==> src/rtl/id_ex_stage_buf.sv <==
// Decode-to-execute pipeline register with a 2-entry skid buffer.
// in_ready is registered so no combinational path runs from out_ready back to decode.
module id_ex_stage_buf #(
    parameter int XLEN = 64
) (
    input  logic            clk,
    input  logic            rstn,
    input  logic            flush,
    input  logic            in_valid,
    output logic            in_ready,
    input  logic [21:0]     in_ctrl,
    input  logic [XLEN-1:0] in_pc,
    input  logic [31:0]     in_inst,
    input  logic [XLEN-1:0] in_rs1_data,
    input  logic [XLEN-1:0] in_rs2_data,
    input  logic [XLEN-1:0] in_imm,
    output logic            out_valid,
    input  logic            out_ready,
    output logic [21:0]     out_ctrl,
    output logic [XLEN-1:0] out_pc,
    output logic [31:0]     out_inst,
    output logic [XLEN-1:0] out_rs1_data,
    output logic [XLEN-1:0] out_rs2_data,
    output logic [XLEN-1:0] out_imm,
    output logic [1:0]      occupancy
);

    // state    | meaning
    // ST_EMPTY | no entry held
    // ST_ONE   | main entry valid, skid empty
    // ST_TWO   | main and skid entries valid, decode stalled
    typedef enum logic [1:0] {
        ST_EMPTY = 2'd0,
        ST_ONE   = 2'd1,
        ST_TWO   = 2'd2
    } state_t;

    typedef struct packed {
        logic [21:0]     ctrl;
        logic [XLEN-1:0] pc;
        logic [31:0]     inst;
        logic [XLEN-1:0] rs1;
        logic [XLEN-1:0] rs2;
        logic [XLEN-1:0] imm;
    } entry_t;

    state_t state_q, state_d;
    logic   in_ready_q;
    entry_t main_q, skid_q, in_entry;
    logic   load_main, main_from_skid, load_skid;
    logic   accept, retire;

    assign in_entry = '{ctrl: in_ctrl, pc: in_pc, inst: in_inst,
                        rs1: in_rs1_data, rs2: in_rs2_data, imm: in_imm};

    assign accept = in_valid & in_ready_q;
    assign retire = out_valid & out_ready;

    always_ff @(posedge clk or negedge rstn) begin
        if (!rstn) begin
            state_q    <= ST_EMPTY;
            in_ready_q <= 1'b1;
        end else begin
            state_q    <= state_d;
            in_ready_q <= (state_d != ST_TWO);
        end
    end

    // Flush wins: the state returns to empty and nothing is loaded, so a
    // same-cycle accept is dropped while a same-cycle retire still completes.
    always_comb begin
        state_d        = state_q;
        load_main      = 1'b0;
        main_from_skid = 1'b0;
        load_skid      = 1'b0;
        if (flush) begin
            state_d = ST_EMPTY;
        end else begin
            case (state_q)
                ST_EMPTY: begin
                    if (accept) begin
                        load_main = 1'b1;
                        state_d   = ST_ONE;
                    end
                end
                ST_ONE: begin
                    if (retire && accept) begin
                        load_main = 1'b1;
                    end else if (retire) begin
                        state_d = ST_EMPTY;
                    end else if (accept) begin
                        load_skid = 1'b1;
                        state_d   = ST_TWO;
                    end
                end
                ST_TWO: begin
                    if (retire) begin
                        load_main      = 1'b1;
                        main_from_skid = 1'b1;
                        state_d        = ST_ONE;
                    end
                end
                default: state_d = ST_EMPTY;
            endcase
        end
    end

    // Payload registers are not cleared by flush; only valid state is.
    always_ff @(posedge clk or negedge rstn) begin
        if (!rstn) begin
            main_q <= '0;
            skid_q <= '0;
        end else begin
            if (load_main) begin
                main_q <= main_from_skid ? skid_q : in_entry;
            end
            if (load_skid) begin
                skid_q <= in_entry;
            end
        end
    end

    assign in_ready     = in_ready_q;
    assign out_valid    = (state_q != ST_EMPTY);
    assign occupancy    = state_q;

    // we_reg/we_mem/npc_sel must never look live on an empty stage.
    assign out_ctrl     = {main_q.ctrl[21:19] & {3{out_valid}}, main_q.ctrl[18:0]};
    assign out_pc       = main_q.pc;
    assign out_inst     = main_q.inst;
    assign out_rs1_data = main_q.rs1;
    assign out_rs2_data = main_q.rs2;
    assign out_imm      = main_q.imm;

endmodule

==> config.mk <==
export PLATFORM = sky130hd
export DESIGN_NAME = id_ex_stage_buf
export DESIGN_NICKNAME = d
export VERILOG_FILES = /design/src/rtl/id_ex_stage_buf.sv
export SDC_FILE = /design/constraint.sdc
export NUM_CORES = 1
export LEC_CHECK = 0
export BUFFER_PORTS_ARGS = -buffer_cell sky130_fd_sc_hd__buf_2
export CORE_AREA = 2 2 242 244
export DETAILED_ROUTE_END_ITERATION = 7
export DIE_AREA = 0 0 244 246
export PLACE_DENSITY = 0.78
export SETUP_SLACK_MARGIN = 0.3
export SYNTH_ARGS = -nofsm -noshare
export SYNTH_HDL_FRONTEND = slang
export SYNTH_SLANG_ARGS = --single-unit
==> constraint.sdc <==
create_clock -name clk -period 2.5 [get_ports clk]
set_input_delay 0.375 -clock clk [delete_from_list [all_inputs] [get_ports clk]]
set_output_delay 0.375 -clock clk [all_outputs]
set_load 0.01 [all_outputs]
==> summary.md, run 1 <==
| Metric | Value |
|---|---|
| Status | finished clean |
| Main combinational cell family by area after synthesis | simple AND/OR/NAND/NOR gates |
| Initial cell density of the core | ~48% |
| Reg2reg path depth | 5 |
| XOR/XNOR Fraction of Synth Area | less than 1% |
| Critical hold path startpoint | in_pc[33] |
| DRC Markers | 0 |
| WL/cell | about 18 um |
| IO Port Bufs | roughly 630 |
| Actual slew at the worst max-slew pin | approximately 0.9 ns |
| Commonest cells post-synth | dfrtp_1, nand2_1, buf_4, nor2_1 |
| DR vias | approximately 21000 |
| GRT Resource Usage Total | around a quarter |
| Pwr/cell area | slightly below 900 mW/mm2 |
| Yosys warns | 0 |
| Global-route wire length before repair | 112 mm |
| HPWL Detailed | slightly below 50 mm |
| Starting DRT DRC Count | about 1300 |
| Clk_skew | approximately 0.026 ns |
| Final Cycle Share | between 80% and 90% |
| Syn Inst Count | roughly 2700 |
| # IOs | around 630 |
| Total gr overflow | 0 |
| R2R setup slack | about 0.37 ns |
| Mux cell area share after synthesis | between 10% and 20% |
| Routability Congestion | a little under 0.9 |
| Clk slew on worst S/H paths | 0.06 ns |
| Htree depth | 3 |
| Largest net degree at the start of global routing | between 150 and 200 |
| RSZ-0062 raised after global routing | false |
| Vias in the first global route | between 20000 and 25000 |
| Maximum clock insertion buffer count | 3 |
| Post-synth ARST share | between 90% and 100% |
| Startpoint Class | register |
| Fin. max-slew vios | 0 |
| CTS tree | done |
| Cell taking the most area after synthesis | dfrtp_1 |
| Antenna violations before repair | 19 |
| Relative slew slack | about two fifths |
| CP required | approximately 3 ns |
| Core area | roughly 0.057 mm2 |
| Worst hold path stage count | 2 |
| Critical path endpoint category | register |
| Kind of critical path | reg2reg |
| Hold Path Class | in2reg |
| Root buffer cell | clkbuf_16 |
| NumNets Final | around 3400 |
| Synth Register Bits | around 620 |
| Worst-Skew Late Latency | about 0.6 ns |
| Die height | about 250 um |
| Area share of the largest cell type after synthesis | 56.0% |
| Maximum VDD drop | 0.701 mV |
| Worst EP arrival | 2.59 ns |
| Total die area | roughly 0.06 mm2 |
| Number of library cell types mapped by synthesis | 21 |
| CTS sink count | 623 |
| Post-Route WL | 71.5 mm |
| FMAX | ~470 MHz |
| Final setup viols | 0 |
| Syn nets | 2987 |
| Endpoints failing hold | 0 |
| Crit path max fanout | slightly below 50 |
| Syn-to-layout area delta | 20.1% |
| Synth Area in Simple Gates | approximately an eighth |
| Vias per cell | around 5.3 |
| Final antenna-violating net count | 0 |
| Num CTS Buffers | between 60 and 70 |
| CP top delay family | buffers and inverters |
| Netlist Area Pre-Place | 0.0278 mm2 |
| Worst min-delay path endpoint | skid_q[257] |
| Worst r2r dst | skid_q[16] |
| Row count | 88 |
| Post-synthesis sequential area ratio | between 50% and 60% |
| Final non-filler cell total | between 3000 and 4000 |
| Final core utilization | 58.2% |
| Syn_area_per_cell | 10.4 um2 |
| Maxcap violations | 0 |
| Pleak | between 15 and 20 nW |
| Period minus WS final | about 2.1 ns |
| Dpl cells | about 3700 |
| Setup TNS | 0 ns |
| Synth Flop Type | dfrtp_1 |
| Die W | about 240 um |
| Area contributors post-synth | dfrtp_1, mux2_2, buf_4, nand2_1, a31oi_1 |
| Layout cell share with drive strength beyond 1 | 35.8% |
| Worst Path Buf+Inv | 2 |
| Cell Chain, Critical Path | nand3b_1 -> nor3_2 -> clkbuf_16 -> buf_12 -> mux2_2 |
| Worst r2r src | occupancy[1] |
| Most frequent cell after synthesis | dfrtp_1 |
| Post-Synth Adder-Cell Area | 0% |
| Synth Area in Compound Gates | 7.10% |
| Max incr delay on CP | ~0.44 ns |
| Post-synth EDFFs | 0 |
| CP max stage cell | dfrtp_1 |
| DRT Pass-1 Iters | 6 |
==> per-layer routing <==
| metal | up-vias | global-route usage, % | routed length (um) |
|---|---|---|---|
| met5 | - | 0 | 37 |
| met4 | 6 | 13.6 | 4120 |
| met3 | 239 | 5.84 | 5390 |
| met2 | 870 | 38.3 | 34900 |
| met1 | 10200 | 28.0 | 27100 |
| li1 | 9540 | - | - |
==> where the power goes <==
| group | switching [mW] | total [mW] | internal (mW) |
|---|---|---|---|
| Clock | 4.07 | 9.61 | 5.54 |
| Combinational | 2.72 | 5.56 | 2.84 |
| Sequential | 1.42 | 14.0 | 12.6 |
==> worst max-delay path by stage <==
stage               slack, ns         start           end  cells past startpoint
floorplan                0.67      in_ready   skid_q[218]                      5
global placement         0.39     out_ready    skid_q[21]                      6
detailed placement       0.37     out_ready    skid_q[16]                      6
CTS                      0.30  occupancy[1]  out_ctrl[20]                      3
global route             0.31  occupancy[1]    out_imm[9]                      7
finish                   0.37  occupancy[1]    skid_q[16]                      5
==> what timing repair did <==
action / CTS / global route
endpoints found under the hold margin: 181 / 1
resized for setup: 0 / 2
setup endpoints to repair: 0 / 11
setup buffers: 0 / 1
hold buffers: 132 / 1
==> cell families (layout without fill, tap and decap cells) <==
family	after synthesis	after routing
and+or+nand+nor	944	944
DFF	623	623
buffers and inverters	481	970
AOI/OAI and AO/OA	313	313
muxes	310	310
xor gates and xnor gates	1	1
other	0	16
==> state kept, by name (all words and copies together) (netlist names), 3 cells and up <==
register and flops:
main_q 3, out_ctrl 19, out_imm 64, out_inst 32, out_pc 64, out_rs1_data 64
out_rs2_data 64, skid_q 310
==> cells in the final DEF, fill, tap and decap left out, types with 2 or more instances in the layout <==
| cell | count |
|---|---|
| a31oi_1 | 310 |
| buf_12 | 35 |
| buf_2 | 627 |
| buf_4 | 51 |
| bufinv_16 | 2 |
| clkbuf_1 | 19 |
| clkbuf_16 | 69 |
| clkbuf_8 | 9 |
| clkinv_2 | 12 |
| dfrtp_1 | 622 |
| diode_2 | 16 |
| dlygate4sd3_1 | 133 |
| inv_1 | 2 |
| inv_6 | 4 |
| mux2_2 | 310 |
| nand2_1 | 621 |
| nor2_1 | 313 |
| nor2b_1 | 5 |
==> cell type report <==
type,count,area [um2]
Inverter,2,7.51
Antenna cell,16,40.0
Multi-Input combinational cell,1568,9070
Sequential cell,623,15600
Clock buffer,96,1900
Fill cell,4494,24000
Timing Repair Buffer,849,5600
Tap cell,765,957
Clock inverter,23,219
==> per-stage QoR <==
stage               worst slack (ns)  hold WS (ns)  power [mW]  instance area [um2]
floorplan                      0.666        0.0794        18.2                27800
global placement               0.386         0.341        19.2                29900
detailed placement             0.370         0.343        19.5                29900
CTS                            0.302     0.0000784        29.3                33300
global route                   0.307        0.0179        30.6                33400
finish                         0.372        0.0393        29.2                33400
No activity file was read; power rests on OpenSTA's default activity.
==> run 2: changes to the inputs <==
--- a/config.mk
+++ b/config.mk
@@ -7,6 +7,7 @@
 export LEC_CHECK = 0
 export BUFFER_PORTS_ARGS = -buffer_cell sky130_fd_sc_hd__buf_2
 export CORE_AREA = 2 2 242 244
+export CTS_BUF_LIST = sky130_fd_sc_hd__clkbuf_16
 export DETAILED_ROUTE_END_ITERATION = 7
 export DIE_AREA = 0 0 244 246
 export PLACE_DENSITY = 0.78
==> summary.md, run 2 (synthesis gave the netlist of run 1 again) <==
| Metric | Value |
|---|---|
| Status | finished clean |
| Pleak | 15.4 nW |
| Endpoints failing hold | 0 |
| Worst hold path stage count | 2 |
| Design area | between 0.03 and 0.04 mm2 |
| Commonest non-fill, non-tap cells in the layout | buf_2, dfrtp_1, nand2_1, nor2_1 |
| Startpoint Class | register |
| Core area | 0.0574 mm2 |
| Routability Congestion | between 0.8 and 0.9 |
| DRT Pass-1 Iters | 6 |
| Final hold slack | between 0.03 and 0.04 ns |
| Fin. max-slew vios | 0 |
| WL/cell | approximately 18 um |
| Setup TNS | 0 ns |
| Psw | a little over 8 mW |
| Vias in the first global route | approximately 21000 |
| Initial cell density of the core | between 40 and 50% |
| Syn-to-layout area delta | 19.7% |
| Total die area | 0.0600 mm2 |
| Most common cell after layout, fill and taps aside | buf_2 |
| DR vias | 20700 |
| Relative slew slack | a little under 40% |
| Row count | between 80 and 90 |
| Reg with most FFs | skid_q |
| Clk slew on worst S/H paths | 0.06 ns |
| NumNets Final | ~3400 |
| Post-Route WL | roughly 71 mm |
| Actual slew at the worst max-slew pin | 0.917 ns |
| Die W | 244 um |
| Total gr overflow | 0 |
| Htree depth | 3 |
| IO Port Bufs | roughly 630 |
| Num CTS Buffers | 67 |
| Maximum clock insertion buffer count | 3 |
| CTS sink count | between 600 and 700 |
| Worst EP arrival | 2.58 ns |
| Hold Path Class | in2reg |
| Sw frac | around 28% |
| Maxcap violations | 0 |
| Antenna violations before repair | 22 |
| Power share of the sequential group | 48.7% |
| DRC Markers | 0 |
| Die height | roughly 250 um |
| Overall Power | 28.8 mW |
| Crit path max fanout | 49 |
| Largest net degree at the start of global routing | about 160 |
| Period minus WS final | about 2.1 ns |
| FMAX | 472 MHz |
| Final core utilization | 58.0% |
| Reg2reg path depth | 5 |
| Global-route wire length before repair | 112 mm |
| Final setup viols | 0 |
| GRT Resource Usage Total | 23.2% |
| Combinational share of power | 19.2% |
| Layout cell share with drive strength beyond 1 | between 30% and 40% |
| Starting DRT DRC Count | around 1300 |
| CP required | 2.96 ns |
| Final Cycle Share | around 85% |
| Clk_skew | 0.0286 ns |
| Cell Int Power | 20.6 mW |
| HPWL Detailed | about 48 mm |
| Maximum VDD drop | roughly 0.69 mV |
| # IOs | 629 |
| Max reg flops | 310 |
| CTS tree | done |
| Clock power frac | approximately 32% |
| Final antenna-violating net count | 0 |
| Area post-placement | between 0.02 and 0.03 mm2 |
| Root buffer cell | clkbuf_16 |
| Kind of critical path | reg2reg |
| RSZ-0062 raised after global routing | true |
| Pwr/cell area | 866 mW/mm2 |
| Vias per cell | about 5.3 |
| Worst-Skew Late Latency | about 0.59 ns |
| Critical path endpoint category | register |
run 2: cell count changes in the layout (fill, tap and decap cells not counted):
cell	before	now
inv_1	2	21
clkbuf_8	9	0
diode_2	16	19
clkinv_1	0	9
buf_4	51	52
buf_6	1	0
dlygate4sd3_1	133	130
clkbuf_1	19	0
run 2: repair_timing:
action                     in CTS  in global routing
resized for setup               0                  1
setup endpoints to repair       0                  7
hold endpoints to repair      177                  1
buffers inserted                0                  1
hold buffers                  129                  1
run 2: critical path, stage by stage (launching register included):
cell and delay (ns):
dfrtp_1 0.44, nand3b_1 0.28, nor3_2 0.22, clkbuf_16 0.38, buf_12 0.26, mux2_2 0.36
run 2: final cells by class:
type | instances | area, um2
tap | 765 | 957
inverter | 2 | 7.51
clock inverter | 51 | 324
clock buffer | 68 | 1700
multi-input combinational | 1568 | 9070
fill | 4518 | 24100
antenna | 19 | 47.5
sequential | 623 | 15600
timing repair buffer | 846 | 5570
run 2: final timing paths:
| kind | from | endpoint | slack [ns] |
|---|---|---|---|
| max | occupancy[1] | skid_q[16] | 0.38 |
| min | in_pc[33] | skid_q[257] | 0.04 |
| max reg2reg | occupancy[1] | skid_q[16] | 0.38 |
| min reg2reg | skid_q[174] | skid_q[174] | 0.51 |
| max in group asynchronous | rstn | out_rs1_data[2] | 1.25 |
| min in group asynchronous | rstn | skid_q[206] | 0.32 |
run 2: layer usage:
layer	global-route usage [%]	wire [um]	vias up	share of wire, %
met1	27.8	27200	10200	38
li1	-	-	9539	-
met4	13.4	3940	8	5.5
met3	5.86	5180	222	7.3
met5	0	53	-	0.074
met2	38.2	34900	824	49
run 2: power by group through the flow:
stage                     Sequential (mW)  Combinational, mW  Clock, mW
after floorplan                      13.7               4.53          0
after global placement               14.0               5.15          0
after detailed placement             14.1               5.35          0
after CTS                            14.0               5.54       9.43
after global routing                 14.3               6.05       9.89
final                                14.0               5.54       9.24
run 2: per-stage QoR:
step,setup WS (ns),cells
5_1_grt,0.293,3941
3_5_place_dp,0.370,3673
2_1_floorplan,0.666,2672
6_report,0.380,3942
4_1_cts,0.302,3921
3_3_place_gp,0.386,3673
